`src/rtl/cache_arbiter.sv`:
```
// cache_arbiter: round-robin sharing of one data-cache port between the
// load/store units of NUM_CORES cores; one access in flight at a time.
`timescale 1ns/1ps

module cache_arbiter #(
    parameter int NUM_CORES = 4,
    parameter int ADDR_W    = 12,
    parameter int DATA_W    = 8,
    parameter int TIMEOUT   = 255
) (
    input  logic                           clk,
    input  logic                           rst,
    input  logic [NUM_CORES-1:0]           req_valid,
    input  logic [NUM_CORES-1:0]           req_we,
    input  logic [NUM_CORES*ADDR_W-1:0]    req_addr,
    input  logic [NUM_CORES*DATA_W-1:0]    req_wdata,
    output logic [NUM_CORES-1:0]           gnt,
    output logic                           err,
    output logic [DATA_W-1:0]              rdata,
    output logic                           cache_valid,
    output logic                           cache_we,
    output logic [ADDR_W-1:0]              cache_addr,
    output logic [DATA_W-1:0]              cache_wdata,
    input  logic                           cache_ready,
    input  logic [DATA_W-1:0]              cache_rdata,
    output logic                           busy,
    output logic [$clog2(NUM_CORES)-1:0]   owner
);

    localparam int OW = $clog2(NUM_CORES);

    localparam logic [1:0] S_IDLE  = 2'd0;
    localparam logic [1:0] S_ISSUE = 2'd1;
    localparam logic [1:0] S_WAIT  = 2'd2;
    localparam logic [1:0] S_DONE  = 2'd3;

    localparam logic [15:0]   TO_LIM   = 16'(TIMEOUT);
    localparam logic [OW-1:0] LAST_IDX = OW'(NUM_CORES - 1);

    logic [1:0]                          state_q, state_d;
    logic [NUM_CORES-1:0]                pend_q, pend_d;
    logic [NUM_CORES-1:0]                we_q;
    logic [NUM_CORES-1:0][ADDR_W-1:0]    addr_q;
    logic [NUM_CORES-1:0][DATA_W-1:0]    wdata_q;
    logic [OW-1:0]                       owner_q, owner_d;
    logic [OW-1:0]                       last_q, last_d;
    logic [15:0]                         cnt_q, cnt_d;
    logic [DATA_W-1:0]                   rdata_q, rdata_d;
    logic                                err_q, err_d;

    logic [NUM_CORES-1:0]                take;
    logic                                found;
    logic [OW-1:0]                       win;
    logic [OW-1:0]                       cand;
    logic                                in_access;

    // Round-robin search starting just above the previous owner.
    always_comb begin
        found = 1'b0;
        win   = last_q;
        cand  = last_q;
        for (int k = 0; k < NUM_CORES; k++) begin
            cand = (cand == LAST_IDX) ? '0 : cand + 1'b1;
            if (!found && pend_q[cand]) begin
                found = 1'b1;
                win   = cand;
            end
        end
    end

    // A new pulse is taken when the slot is free or being released this
    // cycle, so a re-request on the grant cycle is never lost.
    always_comb begin
        take   = '0;
        pend_d = pend_q;
        for (int i = 0; i < NUM_CORES; i++) begin
            if (state_q == S_DONE && owner_q == OW'(i)) begin
                pend_d[i] = 1'b0;
            end
            if (req_valid[i] && (!pend_q[i] || !pend_d[i])) begin
                take[i]   = 1'b1;
                pend_d[i] = 1'b1;
            end
        end
    end

    always_comb begin
        state_d = state_q;
        owner_d = owner_q;
        last_d  = last_q;
        cnt_d   = cnt_q;
        rdata_d = rdata_q;
        err_d   = err_q;
        unique case (state_q)
            S_IDLE: begin
                if (found) begin
                    owner_d = win;
                    state_d = S_ISSUE;
                end
            end
            S_ISSUE: begin
                cnt_d   = '0;
                state_d = S_WAIT;
            end
            S_WAIT: begin
                if (cache_ready) begin
                    rdata_d = cache_rdata;
                    err_d   = 1'b0;
                    state_d = S_DONE;
                end else if (cnt_q == TO_LIM) begin
                    rdata_d = '0;
                    err_d   = 1'b1;
                    state_d = S_DONE;
                end else if (cnt_q != 16'hFFFF) begin
                    cnt_d = cnt_q + 16'd1;
                end
            end
            S_DONE: begin
                last_d  = owner_q;
                state_d = S_IDLE;
            end
            default: state_d = S_IDLE;
        endcase
    end

    always_ff @(posedge clk or negedge rst) begin
        if (!rst) begin
            state_q <= S_IDLE;
            pend_q  <= '0;
            owner_q <= '0;
            last_q  <= LAST_IDX;
            cnt_q   <= '0;
            rdata_q <= '0;
            err_q   <= 1'b0;
        end else begin
            state_q <= state_d;
            pend_q  <= pend_d;
            owner_q <= owner_d;
            last_q  <= last_d;
            cnt_q   <= cnt_d;
            rdata_q <= rdata_d;
            err_q   <= err_d;
        end
    end

    always_ff @(posedge clk or negedge rst) begin
        if (!rst) begin
            we_q    <= '0;
            addr_q  <= '0;
            wdata_q <= '0;
        end else begin
            for (int i = 0; i < NUM_CORES; i++) begin
                if (take[i]) begin
                    we_q[i]    <= req_we[i];
                    addr_q[i]  <= req_addr[i*ADDR_W +: ADDR_W];
                    wdata_q[i] <= req_wdata[i*DATA_W +: DATA_W];
                end
            end
        end
    end

    assign in_access   = (state_q == S_ISSUE) || (state_q == S_WAIT);
    assign busy        = (state_q != S_IDLE);
    assign owner       = owner_q;
    assign cache_valid = (state_q == S_ISSUE);
    assign cache_we    = in_access & we_q[owner_q];
    assign cache_addr  = in_access ? addr_q[owner_q] : '0;
    assign cache_wdata = in_access ? wdata_q[owner_q] : '0;
    assign err         = (state_q == S_DONE) & err_q;
    assign rdata       = (state_q == S_DONE) ? rdata_q : '0;

    always_comb begin
        gnt = '0;
        if (state_q == S_DONE) begin
            gnt[owner_q] = 1'b1;
        end
    end

endmodule
```
`config.mk`:
```
export PLATFORM = sky130hd
export DESIGN_NAME = cache_arbiter
export DESIGN_NICKNAME = d
export VERILOG_FILES = /design/src/rtl/cache_arbiter.sv
export SDC_FILE = /design/constraint.sdc
export NUM_CORES = 1
export LEC_CHECK = 0
export ABC_AREA = 1
export BUFFER_PORTS_ARGS = -buffer_cell sky130_fd_sc_hd__buf_2
export CORE_MARGIN = 2
export CORE_UTILIZATION = 59
export CTS_CLUSTER_SIZE = 14
export DETAILED_ROUTE_END_ITERATION = 7
export PLACE_DENSITY_LB_ADDON = 0.3
export SLEW_MARGIN = 25
export SYNTH_ARGS = -nofsm -noshare
export SYNTH_HDL_FRONTEND = slang
export SYNTH_SLANG_ARGS = --single-unit
```
`constraint.sdc`:
```
create_clock -name clk -period 5.5 [get_ports clk]
set_input_delay 0.275 -clock clk [delete_from_list [all_inputs] [get_ports clk]]
set_output_delay 0.275 -clock clk [all_outputs]
set_load 0.01 [all_outputs]
```
# --- Word-level counts from Yosys, hierarchy flattened ---
# Cells that the tools add are included.
op_classes:
  order_cmp: 6
  eq_ne: 17
  n_reduce_logical: 37
  multipliers: 0
  n_shift: 0
  n_addsub: 5
  bitwise_logic: 2
  mux: 56
  div: 0
ops:
  columns: ["cell", "n"]
  rows:
  - ["two-way mux 16 bit", 3]
  - ["two-way mux 8 bit", 5]
  - ["one-hot mux 16 bit (2 select lines)", 1]
  - ["binary-select mux 12 bit (select 2 bit)", 1]
  - ["two-way mux 1 bit", 24]
  - ["two-way mux 12 bit", 2]
  - ["two-way mux 2 bit", 11]
  - ["adder 16 x 1 -> 16 bit, second input constant", 1]
  - ["binary-select mux 8 bit (select 2 bit)", 1]
  - ["== test 16 x 8 -> 1 bit, second input constant", 1]
  - ["== test 2 bit, second input constant", 8]
  - ["inequality test 16 bit, second input constant", 1]
  - ["< comparator 2 x 3 -> 1 bit, second input constant", 5]
  - ["logical AND 1 bit", 12]
  - ["zero test 1 bit", 11]
  - ["binary-select mux 1 bit (select 2 bit)", 5]
  - ["adder 2 x 1 -> 2 bit, second input constant", 4]
  - ["inequality test 2 bit, second input constant", 4]
  - ["one-hot mux 2 bit (4 select lines)", 1]
  - ["AND reduction 2 bit", 3]
  - ["nonzero test 2 bit", 3]
  - ["logical OR 1 bit", 5]
  - ["== test 2 x 1 -> 1 bit, second input constant", 2]
  - ["zero test 2 bit", 2]
  - ["6 further kinds", 7]
word_totals:
  ramBits: 0
  rom_bits: 0
  latch_bits: 0
  mem_count: 0
  in_bits: 99
  register_bits: 119
  elab_cells: 142

# --- Longest topological paths before layout ---
# Gate-level depths: netlist of run 1.
logic_depth:
  depth_word: 16
  mapped_depth: 12
  ltp_nobuf: 12

# --- Worst setup path after synthesis of run 1 ---
# No wires, ideal clock.
synth_timing:
  kind: "reg2reg"
  from: "register last_q[0]"
  to: "register owner_q[0], in the netlist owner[0]"
  required_ps: 5384
  slack_ps: 3760
  arrival_ps: 1623
  path_stages_with_launch: 12
  period_less_slack_ps: 1740
  path_cell_list: "dfstp_2 > ha_1 > inv_1 > nand2_1 > nand2_1 > nand2_1 > nand2_1 > nand3_1 > nor2_1 > nor2_1 > nand2_1 > nand2_1"
synth_via:
  elab_chain_len: 15
  word_cells_on_any_way: 35
  cone_classes: "add/sub (4); eq/ne (4); mux (20); reduce/logical (7)"
synth_lines:
  columns: ["item", "line_no", "text"]
  rows:
  - ["start, declared", "46", "logic [OW-1:0] last_q, last_d;"]
  - ["start signal, assigned", "139", "last_q <= last_d;"]
  - ["parallel branches: the longest is 15 deep, another holds adder 2 x 1 -> 2 bit", null, null]
  - ["end signal, assigned", "138", "owner_q <= owner_d;"]
  - ["end, declared", "45", "logic [OW-1:0] owner_q, owner_d;"]
# Several ways; the timed one is not identified. The select of a mux whose other input is x is not followed.
# A chain may end at the register's enable or synchronous reset.

# --- Final worst setup path of run 1 ---
layout_timing:
  from: "register owner_q[0], in the netlist owner[0]"
  to: "output cache_addr[5]"
layout_via:
  elab_chain_len: 3
layout_lines:
  columns: ["item", "line_no", "text"]
  rows:
  - ["binary-select mux 12 bit (select 2 bit)", "167", "assign cache_addr = in_access ? addr_q[owner_q] : '0;"]
  - ["two-way mux 12 bit (not written as such)", "167", null]
  - ["two-way mux 12 bit", "167", null]
  - ["end, declared", "22", "output logic [ADDR_W-1:0] cache_addr,"]
# Every way passes these cells. The select of a mux whose other input is x is not followed.

==> results.md, run 1 <==
* Status: completed
* Final WS setup at 2.30 ns
* Core area at 9820 sq um
* MaxCap Viol Count at 0
* Vias in the first global route at 5958
* Fillers at 520
* Die area at 11000 sq um
* Seq cells post-synth at 119
* Crit path largest cell delay at 0.77 ns
* Crit-path slowest cell: dfrtp_2
* Setup total negative slack at 0 ns
* DRT antenna net count at 0
* Worst-skew pair later-pin latency at 0.53 ns
* Worst vdd ir at 0.324 mV
* Combinational share of power at 40.3%
* Root Buffer: clkbuf_8
* Clock skew at 0.0118 ns
* Net count of the mapped netlist at 723
* Largest net degree at the start of global routing at 71
* First-pass GRT wire length at 30.1 mm
* Port Buf Inserts at 136
* # diodes at 0
* CTS Hold Bufs at 81
* Drt wl/cell at 19.6 microns
* Clock Sinks at 119
* Power Density at 583 nW/um^2
* Most area-consuming cells after synthesis: dfrtp_1 (49%), mux2_2 (12%), nand2_1 (9.0%)
* CTS Buffer Depth at 2
* Cts bufs inserted at 17
* Hpwl dp at 10.5 mm
* Syn. warnings at 0
* Placement-stage cell area at 6710 sq um
* Register Area at 2980 sq um
* # rows at 36
* Post-synth top area share at 48.9%
* RSZ-0062 raised after global routing: false
* Final nets at 934
* Reg power frac at 33.6%
* Remaining DRCs at 0
* Syn Inst Count at 617
* Effective utilization at floorplan at 60.9%
* Die height at 105 microns
* Final hold vios at 0
* Gr usage total at 35.9%
* Fin. max-slew vios at 0
* Final hold slack at 0.00982 ns
* Crit Path Category: register to primary output
* Final wirelength at 19.1 mm
* Switching share of power at 39.9%
* Top layer in use: met4
* CP Buf/Inv Count at 3
* WL met1 at 6.83 mm
* Share of total power in the clock network at 26.1%
* Hold Path Class: primary input to register
* CTS tree: yes
* Post-route cell area at 8180 sq um
* Post-place setup slack at 2.62 ns
* DRT Pass-1 Iters at 6
* Sequential share of the synthesized area at 49.8%
* CP max FO at 29
* CP Cell Sequence: inv_1 > nor2_1 > buf_4 > a22oi_1 > a31oi_1 > buf_2
* Most common flop cell mapped by yosys: dfrtp_1
* WP data required at 5.22 ns
* Vias per Instance at 5.87
* Crit start category: register
* Syn_area_per_cell at 9.70 sq um
* Share of cells above drive strength 1 at 31.6%
* DR iter-0 viols at 477
* Worst EP arrival at 2.93 ns
* Int Pwr at 0.00287 W
* Min cycle time layout at 3.20 ns
* Slew @ Worst Pin at 1.04 ns
* Psw at 0.00190 W
* Initial antenna violation count at 0
* Metal2 WL at 9.83 mm
* GRT overflow at 0
* Finished Layout Cells at 974
* Netlist Area Pre-Place at 5980 sq um
* GP Congestion at 0.903
* Leak pwr at 3.94 nW
* F_max at 312 MHz
* CP endpoint kind: primary output
* CTS H-tree depth at 4
* Async set or reset register ratio after synthesis at 100%
* Die X at 105 microns
* CTS resizes at 0
* Max_slew headroom at 30.5%
* Final cycle utilization of the critical path at 58.2%
* Routed wl met3 at 1.41 mm
* EDFF count, synth at 0
* IO Count at 137
* Post-CTS setup buffers at 0
* Setup violators final at 0
* Multi-input logic area at 2710 sq um
* Post-synth cell types at 32
* Top delay family on crit path: buffers and inverters
* Dominant cell type by area after synthesis: dfrtp_1
* Clock transition at path regs at 0.06 ns
* Area Growth Syn to Fin at 36.7%
* Inst Count DP at 861
* Via count at 5717
## layer usage
layer  up-vias  GRT usage, %
met1      2735          40.5
met3        92          7.92
met2       370          63.5
met5         -             0
met4         0          19.0
li1       2520             -
## logic make-up (layout without fill, tap and decap cells)
logic type | Yosys count | count (layout) | synth area share, %
mux | 84 | 84 | 15.8
buf+inv | 67 | 291 | 4.96
xor+xnor | 11 | 11 | 1.61
fa+ha+maj | 7 | 7 | 1.46
flops | 119 | 119 | 49.8
simple gates | 266 | 266 | 19.2
compound gates | 63 | 63 | 7.19
## power groups by stage
| stage | clock [W] | sequential [W] | combinational (W) |
|---|---|---|---|
| floorplan | 0 | 0.00144 | 0.00135 |
| finish | 0.00124 | 0.00160 | 0.00192 |
| global placement | 0 | 0.00154 | 0.00169 |
| global route | 0.00128 | 0.00163 | 0.00206 |
| CTS | 0.00123 | 0.00156 | 0.00182 |
| detailed placement | 0 | 0.00156 | 0.00175 |
## cells in the final DEF (no fill, tap or decap), drive strengths merged
master / instances
bufinv: 5
ha: 7
mux2: 84
nand3: 61
xor2: 8
nand4: 4
a31oi: 21
nand2: 150
xnor2: 3
clkinv: 6
a21oi: 2
inv: 41
o211ai: 1
nor3: 5
o22ai: 1
dlygate4sd3: 81
clkbuf: 19
a22oi: 21
nor2: 46
o21ai: 16
a21boi: 1
dfrtp: 117
dfstp: 2
buf: 139
## area by class of cell
| type | count | area share (%) |
|---|---|---|
| clock buffer | 19 | 5.40 |
| sequential | 119 | 36.4 |
| tap | 133 | 2.03 |
| timing repair buffer | 220 | 18.5 |
| clock inverter | 13 | 2.65 |
| inverter | 39 | 1.79 |
| multi-input combinational | 431 | 33.1 |
## synthesized netlist by cell type, types with 2 or more instances
cell / n
a31oi_1: 21
o21ai_1: 3
dfstp_2: 2
nand3_1: 61
inv_1: 34
nor2_1: 39
a22oi_1: 21
nor3_1: 4
ha_1: 7
nor2_4: 3
xor2_1: 8
dfrtp_1: 117
mux2_1: 19
clkbuf_1: 16
inv_2: 4
xnor2_1: 3
nand2_1: 143
o21ai_0: 5
buf_2: 6
nor2_2: 4
buf_4: 2
nand4_1: 4
o21ai_2: 8
mux2_2: 65
buf_6: 4
nand2_2: 7
a21oi_1: 2
## stage by stage
step	total power (W)	utilization [%]
final	0.00477	83.3
after global routing	0.00498	83.3
after CTS	0.00461	83.2
after detailed placement	0.00331	68.3
after global placement	0.00323	68.3
after floorplan	0.00279	-
## state kept, by name, indices dropped and copies added, names as in the netlist
register,flops
addr_q,48
wdata_q,32
cnt_q,16
rdata_q,8
pend_q,4
we_q,4
last_q,2
owner,2
state_q,2
err_q,1
## final timing paths
| check | from | to | slack, ns | cells after the start |
|---|---|---|---|---|
| max | owner[0]$_DFFE_PN0P_ | cache_addr[5] | 2.30 | 6 |
| min in group asynchronous | rst | cnt_q[11]$_DFFE_PN0P_ | 0.33 | 2 |
| max in group asynchronous | rst | owner[0]$_DFFE_PN0P_ | 3.78 | 3 |
| min reg2reg | rdata_q[4]$_DFFE_PN0P_ | rdata_q[4]$_DFFE_PN0P_ | 0.48 | 2 |
| min | req_wdata[14] | wdata_q[14]$_DFFE_PN0P_ | 0.01 | 2 |
| max reg2reg | owner[1]$_DFFE_PN0P_ | addr_q[1]$_DFFE_PN0P_ | 2.68 | 6 |
No activity file was read; power rests on OpenSTA's default activity.
==> run 2, diff against run 1 <==
--- a/config.mk
+++ b/config.mk
@@ -8,7 +8,7 @@
 export ABC_AREA = 1
 export BUFFER_PORTS_ARGS = -buffer_cell sky130_fd_sc_hd__buf_2
 export CORE_MARGIN = 2
-export CORE_UTILIZATION = 59
+export CORE_UTILIZATION = 49
 export CTS_CLUSTER_SIZE = 14
 export DETAILED_ROUTE_END_ITERATION = 7
 export PLACE_DENSITY_LB_ADDON = 0.3
==> constraint.sdc (replaced) <==
create_clock -name clk -period 2.7 [get_ports clk]
set_input_delay 0.135 -clock clk [delete_from_list [all_inputs] [get_ports clk]]
set_output_delay 0.135 -clock clk [all_outputs]
set_load 0.01 [all_outputs]
==> run 2 against run 1 <==
Via count down 5.9%; highest routed layer unchanged; clock power up 72%; critical endpoint is now cache_addr[0]; critical path type unchanged; total power up 92%; non-clock buffer count up 20.
==> results.md, run 2 (synthesized netlist as in run 1, its figures left out) <==
* Power Density at 1110 nW/um^2 (+90%)
* F_max at 410 MHz
* # diodes at 0 (unchanged)
* Post-CTS setup buffers at 0 (unchanged)
* Slew @ Worst Pin at 0.775 ns (-0.265 ns)
* Drt wl/cell at 16.3 microns (-17%)
* CTS tree: yes
* IO Count at 137 (unchanged)
* Core area at 12000 sq um (+22%)
* Share of cells above drive strength 1 at 31.0% (-0.58 points)
* Min cycle time layout at 2.44 ns
* Final hold vios at 0 (unchanged)
* Clock transition at path regs at 0.05 ns (about the same)
* CP Buf/Inv Count at 3 (unchanged)
* Crit start category: register
* CP Cell Sequence: inv_1 > nor2_1 > buf_4 > a22oi_1 > a31oi_1 > buf_2
* Worst vdd ir at 0.593 mV (+83%)
* Worst-skew pair later-pin latency at 0.41 ns (-0.12 ns)
* WP data required at 2.57 ns (-2.65 ns)
* Final hold slack at 0.123 ns (+0.113 ns)
* Setup violators final at 0 (unchanged)
* Cts bufs inserted at 17 (unchanged)
* Largest net degree at the start of global routing at 80 (+13%)
* Clock skew at 0.00826 ns (-0.00350 ns)
* CP endpoint kind: primary output
* DRT antenna net count at 0 (unchanged)
* Leak pwr at 3.97 nW (+0.83%)
* DRT Pass-1 Iters at 5 (-1)
* Hold Path Class: primary input to register
* Die area at 13100 sq um (+20%)
* Fin. max-slew vios at 0 (unchanged)
* CTS H-tree depth at 4 (unchanged)
* Die X at 115 microns (+9.4%)
* Commonest non-fill, non-tap cells in the layout: nand2_1 (143), buf_2 (135), dfrtp_1 (117)
* Crit Path Category: register to primary output
* RSZ-0062 raised after global routing: false
* Final nets at 954 (+2.1%)
* Final wirelength at 16.4 mm (-14%)
* Vias in the first global route at 5552 (-6.8%)
* Max reg flops at 48 (unchanged)
* GP Congestion at 0.893 (-1.1%)
* Gr usage total at 26.6% (-9.4 points)
* Initial antenna violation count at 0 (unchanged)
* Final cycle utilization of the critical path at 90.4%
* GRT overflow at 0 (unchanged)
* Clock Sinks at 119 (unchanged)
* Root Buffer: clkbuf_16
* Vias per Instance at 5.34 (-9.0%)
* Port Buf Inserts at 136 (unchanged)
* # rows at 40 (+11%)
* Hpwl dp at 10.6 mm (+1.7%)
* Worst EP arrival at 2.31 ns (-0.62 ns)
* Max_slew headroom at 48.3% (+18 points)
* MaxCap Viol Count at 0 (unchanged)
* Setup total negative slack at 0 ns (unchanged)
* Crit path largest cell delay at 0.84 ns (+0.07 ns)
* DR iter-0 viols at 350 (-27%)
* Effective utilization at floorplan at 50.0% (-11 points)
* Most common cell after layout, fill and taps aside: nand2_1
* Largest Register: addr_q
* Crit-path slowest cell: dfrtp_1
* First-pass GRT wire length at 26.9 mm (-11%)
* Largest registers ranked by flip-flop count: addr_q: 48 flops, wdata_q: 32 flops, cnt_q: 16 flops
* Status: completed
* CTS resizes at 0 (unchanged)
* Area Growth Syn to Fin at 38.3%
* Top delay family on crit path: flip-flops
* CTS Buffer Depth at 2 (unchanged)
* Die height at 115 microns (+9.4%)
* Via count at 5381 (-5.9%)
* CTS Hold Bufs at 93 (+15%)
* CP max FO at 21 (-28%)
* Remaining DRCs at 0 (unchanged)
==> run 2: cell count changes in the layout (fill, tap and decap cells not counted), sizes merged <==
cell | previous run | this run
clkbuf | 19 | 22
bufinv | 5 | 2
inv | 41 | 38
buf | 139 | 147
clkinvlp | 0 | 2
dlygate4sd3 | 81 | 93
==> run 2: power by group <==
| part | total, W | switching [W] | internal (W) |
|---|---|---|---|
| clock network | 0.00213 | 0.000784 | 0.00134 |
| registers | 0.00316 | 0.000562 | 0.00259 |
| logic | 0.00387 | 0.00222 | 0.00165 |
==> run 2: layer usage <==
metal | up-vias | wire length (microns) | share of wire [%] | GRT usage, %
li1 | 2556 | - | - | -
met1 | 2592 | 6550 | 40 | 30.8
met2 | 199 | 8550 | 52 | 47.6
met3 | 34 | 869 | 5.3 | 5.61
met4 | 0 | 439 | 2.7 | 11.0
met5 | - | 0 | 0 | 0
==> run 2: layout make-up <==
type,count,area (sq um)
Fill cell,890,3690
Sequential cell,119,2980
Multi-Input combinational cell,431,2710
Timing Repair Buffer,240,1710
Clock buffer,22,444
Tap cell,147,184
Inverter,39,146
Clock inverter,9,104
==> run 2: worst min-delay path: stages <==
cell and delay (ns):
buf_2 0.10, nand2_1 0.05, clkinv_1 0.14, nor2_1 0.07
==> run 2: worst paths after layout <==
kind	slack [ns]	depth (start not counted)	start	endpoint
min in group asynchronous	0.25	2	rst	cnt_q[8]$_DFFE_PN0P_
max in group asynchronous	1.61	3	rst	last_q[1]$_DFFE_PN1P_
max reg2reg	0.45	5	state_q[0]$_DFFE_PN0P_	wdata_q[4]$_DFFE_PN0P_
max	0.26	6	owner[0]$_DFFE_PN0P_	cache_addr[0]
min reg2reg	0.47	2	last_q[1]$_DFFE_PN1P_	last_q[1]$_DFFE_PN1P_
min	0.12	4	cache_ready	err_q$_DFFE_PN0P_
==> run 2: stage by stage <==
stage / worst slack, ns / total power (W) / cell area [sq um] / util (%) / instances
after CTS: 0.280 / 0.00910 / 8270 / 69.2 / 1007
final: 0.258 / 0.00915 / 8270 / 69.2 / 1007
after global placement: 0.608 / 0.00667 / 6800 / 56.8 / 883
after detailed placement: 0.509 / 0.00685 / 6800 / 56.8 / 883
after global routing: 0.0751 / 0.00978 / 8270 / 69.2 / 1007
after floorplan: 0.960 / 0.00569 / 5980 / - / 617
==> run 3, diff against run 2 <==
--- a/config.mk
+++ b/config.mk
@@ -7,7 +7,6 @@
 export LEC_CHECK = 0
 export ABC_AREA = 1
 export BUFFER_PORTS_ARGS = -buffer_cell sky130_fd_sc_hd__buf_2
-export CORE_MARGIN = 2
 export CORE_UTILIZATION = 49
 export CTS_CLUSTER_SIZE = 14
 export DETAILED_ROUTE_END_ITERATION = 7
==> run 3 against run 2 <==
First-iteration DRC count grew 6.6%; die area shrank 3.5%; clock power grew 8%; sequential cell count is the same; clock skew grew 0.0094 ns; count of clock-buffer cells in the layout shrank 3; via count grew 3.6%; total power grew 2.3%; utilization grew 2.3 points; largest power group unchanged; highest routed layer unchanged.
==> results.md, run 3 (synthesized netlist as in run 1, its figures left out) <==
* Crit-path slowest cell: dfrtp_1
* DRT Pass-1 Iters at 5 (unchanged)
* Final nets at 955 (+0.10%)
* Worst vdd ir at 0.733 mV (+24%)
* Leak pwr at 4.00 nW (+0.65%)
* Crit start category: register
* Worst-skew pair later-pin latency at 0.43 ns (+0.02 ns)
* DR iter-0 viols at 373 (+6.6%)
* Root Buffer: clkbuf_16
* Final hold vios at 0 (unchanged)
* Crit Path Category: register to primary output
* Effective utilization at floorplan at 51.3% (+1.3 points)
* Crit path largest cell delay at 0.71 ns (-0.13 ns)
* Placement-stage cell area at 6790 sq um (about the same)
* Power Density at 1120 nW/um^2 (+1.6%)
* Largest Register: addr_q
* Post-place setup slack at 0.540 ns (+0.0310 ns)
* RSZ-0062 raised after global routing: false
* Area Growth Syn to Fin at 39.3%
* Largest net degree at the start of global routing at 74 (-7.5%)
* Die area at 12700 sq um (-3.5%)
* First-pass GRT wire length at 28.4 mm (+5.6%)
* Gr usage total at 29.2% (+2.7 points)
* Clock Sinks at 119 (unchanged)
* GRT overflow at 0 (unchanged)
* CTS tree: yes
* Drt wl/cell at 17.2 microns (+5.5%)
* Post-route cell area at 8330 sq um (+0.71%)
* Slew @ Worst Pin at 0.791 ns (+0.0163 ns)
* Port Buf Inserts at 136 (unchanged)
* Fin. max-slew vios at 0 (unchanged)
* Vias per Instance at 5.54 (+3.7%)
* Hold Path Class: primary input to register
* Remaining DRCs at 0 (unchanged)
* Via count at 5574 (+3.6%)
* Inst Count DP at 879 (-0.45%)
* Share of cells above drive strength 1 at 31.8% (+0.74 points)
* Min cycle time layout at 2.36 ns (-0.0830 ns)
* Max reg flops at 48 (unchanged)
* Most common cell after layout, fill and taps aside: nand2_1
* Post-CTS setup buffers at 0 (unchanged)
* Fillers at 808 (-9.2%)
* MaxCap Viol Count at 0 (unchanged)
* Status: completed
* WP data required at 2.57 ns (about the same)
* CP endpoint kind: primary output
* IO Count at 137 (unchanged)
* CTS Hold Bufs at 94 (+1.1%)
* Max_slew headroom at 47.2% (-1.1 points)
* Setup total negative slack at 0 ns (unchanged)
* CTS H-tree depth at 4 (unchanged)
* Clock skew at 0.0177 ns (+0.00943 ns)
* CTS resizes at 0 (unchanged)
* Final wirelength at 17.3 mm (+5.4%)
* Commonest non-fill, non-tap cells in the layout: nand2_1 (143), buf_2 (135), dfrtp_1 (116)
* CP max FO at 21 (unchanged)
* Die X at 113 microns (-1.7%)
* GP Congestion at 0.894 (+0.10%)
* Die height at 113 microns (-1.7%)
* Initial antenna violation count at 1 (+1)
* CP Cell Sequence: inv_1 > nor2_1 > buf_4 > a22oi_1 > a31oi_1 > buf_2
* # rows at 39 (-2.5%)
* Hpwl dp at 10.4 mm (-2.5%)
* Final WS setup at 0.341 ns (+0.0830 ns)
* Core area at 11700 sq um (-2.5%)
* DRT antenna net count at 0 (unchanged)
* Finished Layout Cells at 1006 (-0.099%)
* CP Buf/Inv Count at 3 (unchanged)
* Final cycle utilization of the critical path at 87.4% (-3.1 points)
* Worst EP arrival at 2.22 ns (-0.09 ns)
* Largest registers ranked by flip-flop count: addr_q: 48 flops, wdata_q: 32 flops, cnt_q: 16 flops
* F_max at 424 MHz (+3.5%)
* Vias in the first global route at 5699 (+2.6%)
* Top delay family on crit path: flip-flops
* Final Util at 71.5% (+2.3 points)
* CTS Buffer Depth at 2 (unchanged)
* Clock transition at path regs at 0.06 ns (about the same)
* Cts bufs inserted at 17 (unchanged)
* Setup violators final at 0 (unchanged)
-- run 3: cell count changes in the layout (fill, tap and decap cells not counted), sizes merged --
cell,before,now
inv,38,41
diode,0,1
dlygate4sd3,93,94
clkbuf,22,19
clkinvlp,2,3
-- run 3: power by group --
| part | switching [W] | internal, W |
|---|---|---|
| clock | 0.000871 | 0.00141 |
| sequential | 0.000581 | 0.00259 |
| combinational | 0.00225 | 0.00166 |
| total | 0.00370 | 0.00567 |
-- run 3: final cells by class --
class,count,area (sq um),share of cell area [%]
timing repair buffer,241,1720,20.6
clock inverter,13,145,1.74
inverter,39,146,1.76
antenna,1,2.50,0.0300
clock buffer,19,453,5.44
sequential,119,2980,35.8
tap,143,179,2.15
multi-input combinational,431,2710,32.5
-- run 3: final timing paths --
kind,startpoint,endpoint,slack (ns),depth (start not counted)
max,owner[0]$_DFFE_PN0P_,cache_addr[11],0.34,6
min,cache_ready,err_q$_DFFE_PN0P_,0.12,4
max reg2reg,state_q[1]$_DFFE_PN0P_,addr_q[0]$_DFFE_PN0P_,0.53,5
min reg2reg,last_q[1]$_DFFE_PN1P_,last_q[1]$_DFFE_PN1P_,0.47,2
max in group asynchronous,rst,we_q[2]$_DFFE_PN0P_,1.64,3
min in group asynchronous,rst,cnt_q[7]$_DFFE_PN0P_,0.28,2
-- run 3: metrics by stage --
stage,total power (W),hold WS [ns]
after floorplan,0.00569,-0.161
after global placement,0.00667,0.191
after detailed placement,0.00683,0.200
after CTS,0.00924,0.100
after global routing,0.00995,0.165
final,0.00937,0.124
-- run 3: worst register-to-register path: cells and delay by family, from the launching register on --
kind / cells / cell delay, ns
flip-flops: 1 / 0.39
adder cells (fa/ha/maj): 1 / 0.44
multiplexers: 1 / 0.48
buffers and inverters: 1 / 0.19
AO/OA/AOI/OAI: 1 / 0.20
AND/OR/NAND/NOR: 1 / 0.35
-- run 3: routing by layer --
layer | track usage [%] | wire (microns) | up-vias
li1 | - | - | 2555
met1 | 33.3 | 6510 | 2687
met2 | 50.0 | 9020 | 266
met3 | 6.75 | 948 | 66
met4 | 18.1 | 820 | 0
met5 | 0 | 0 | -
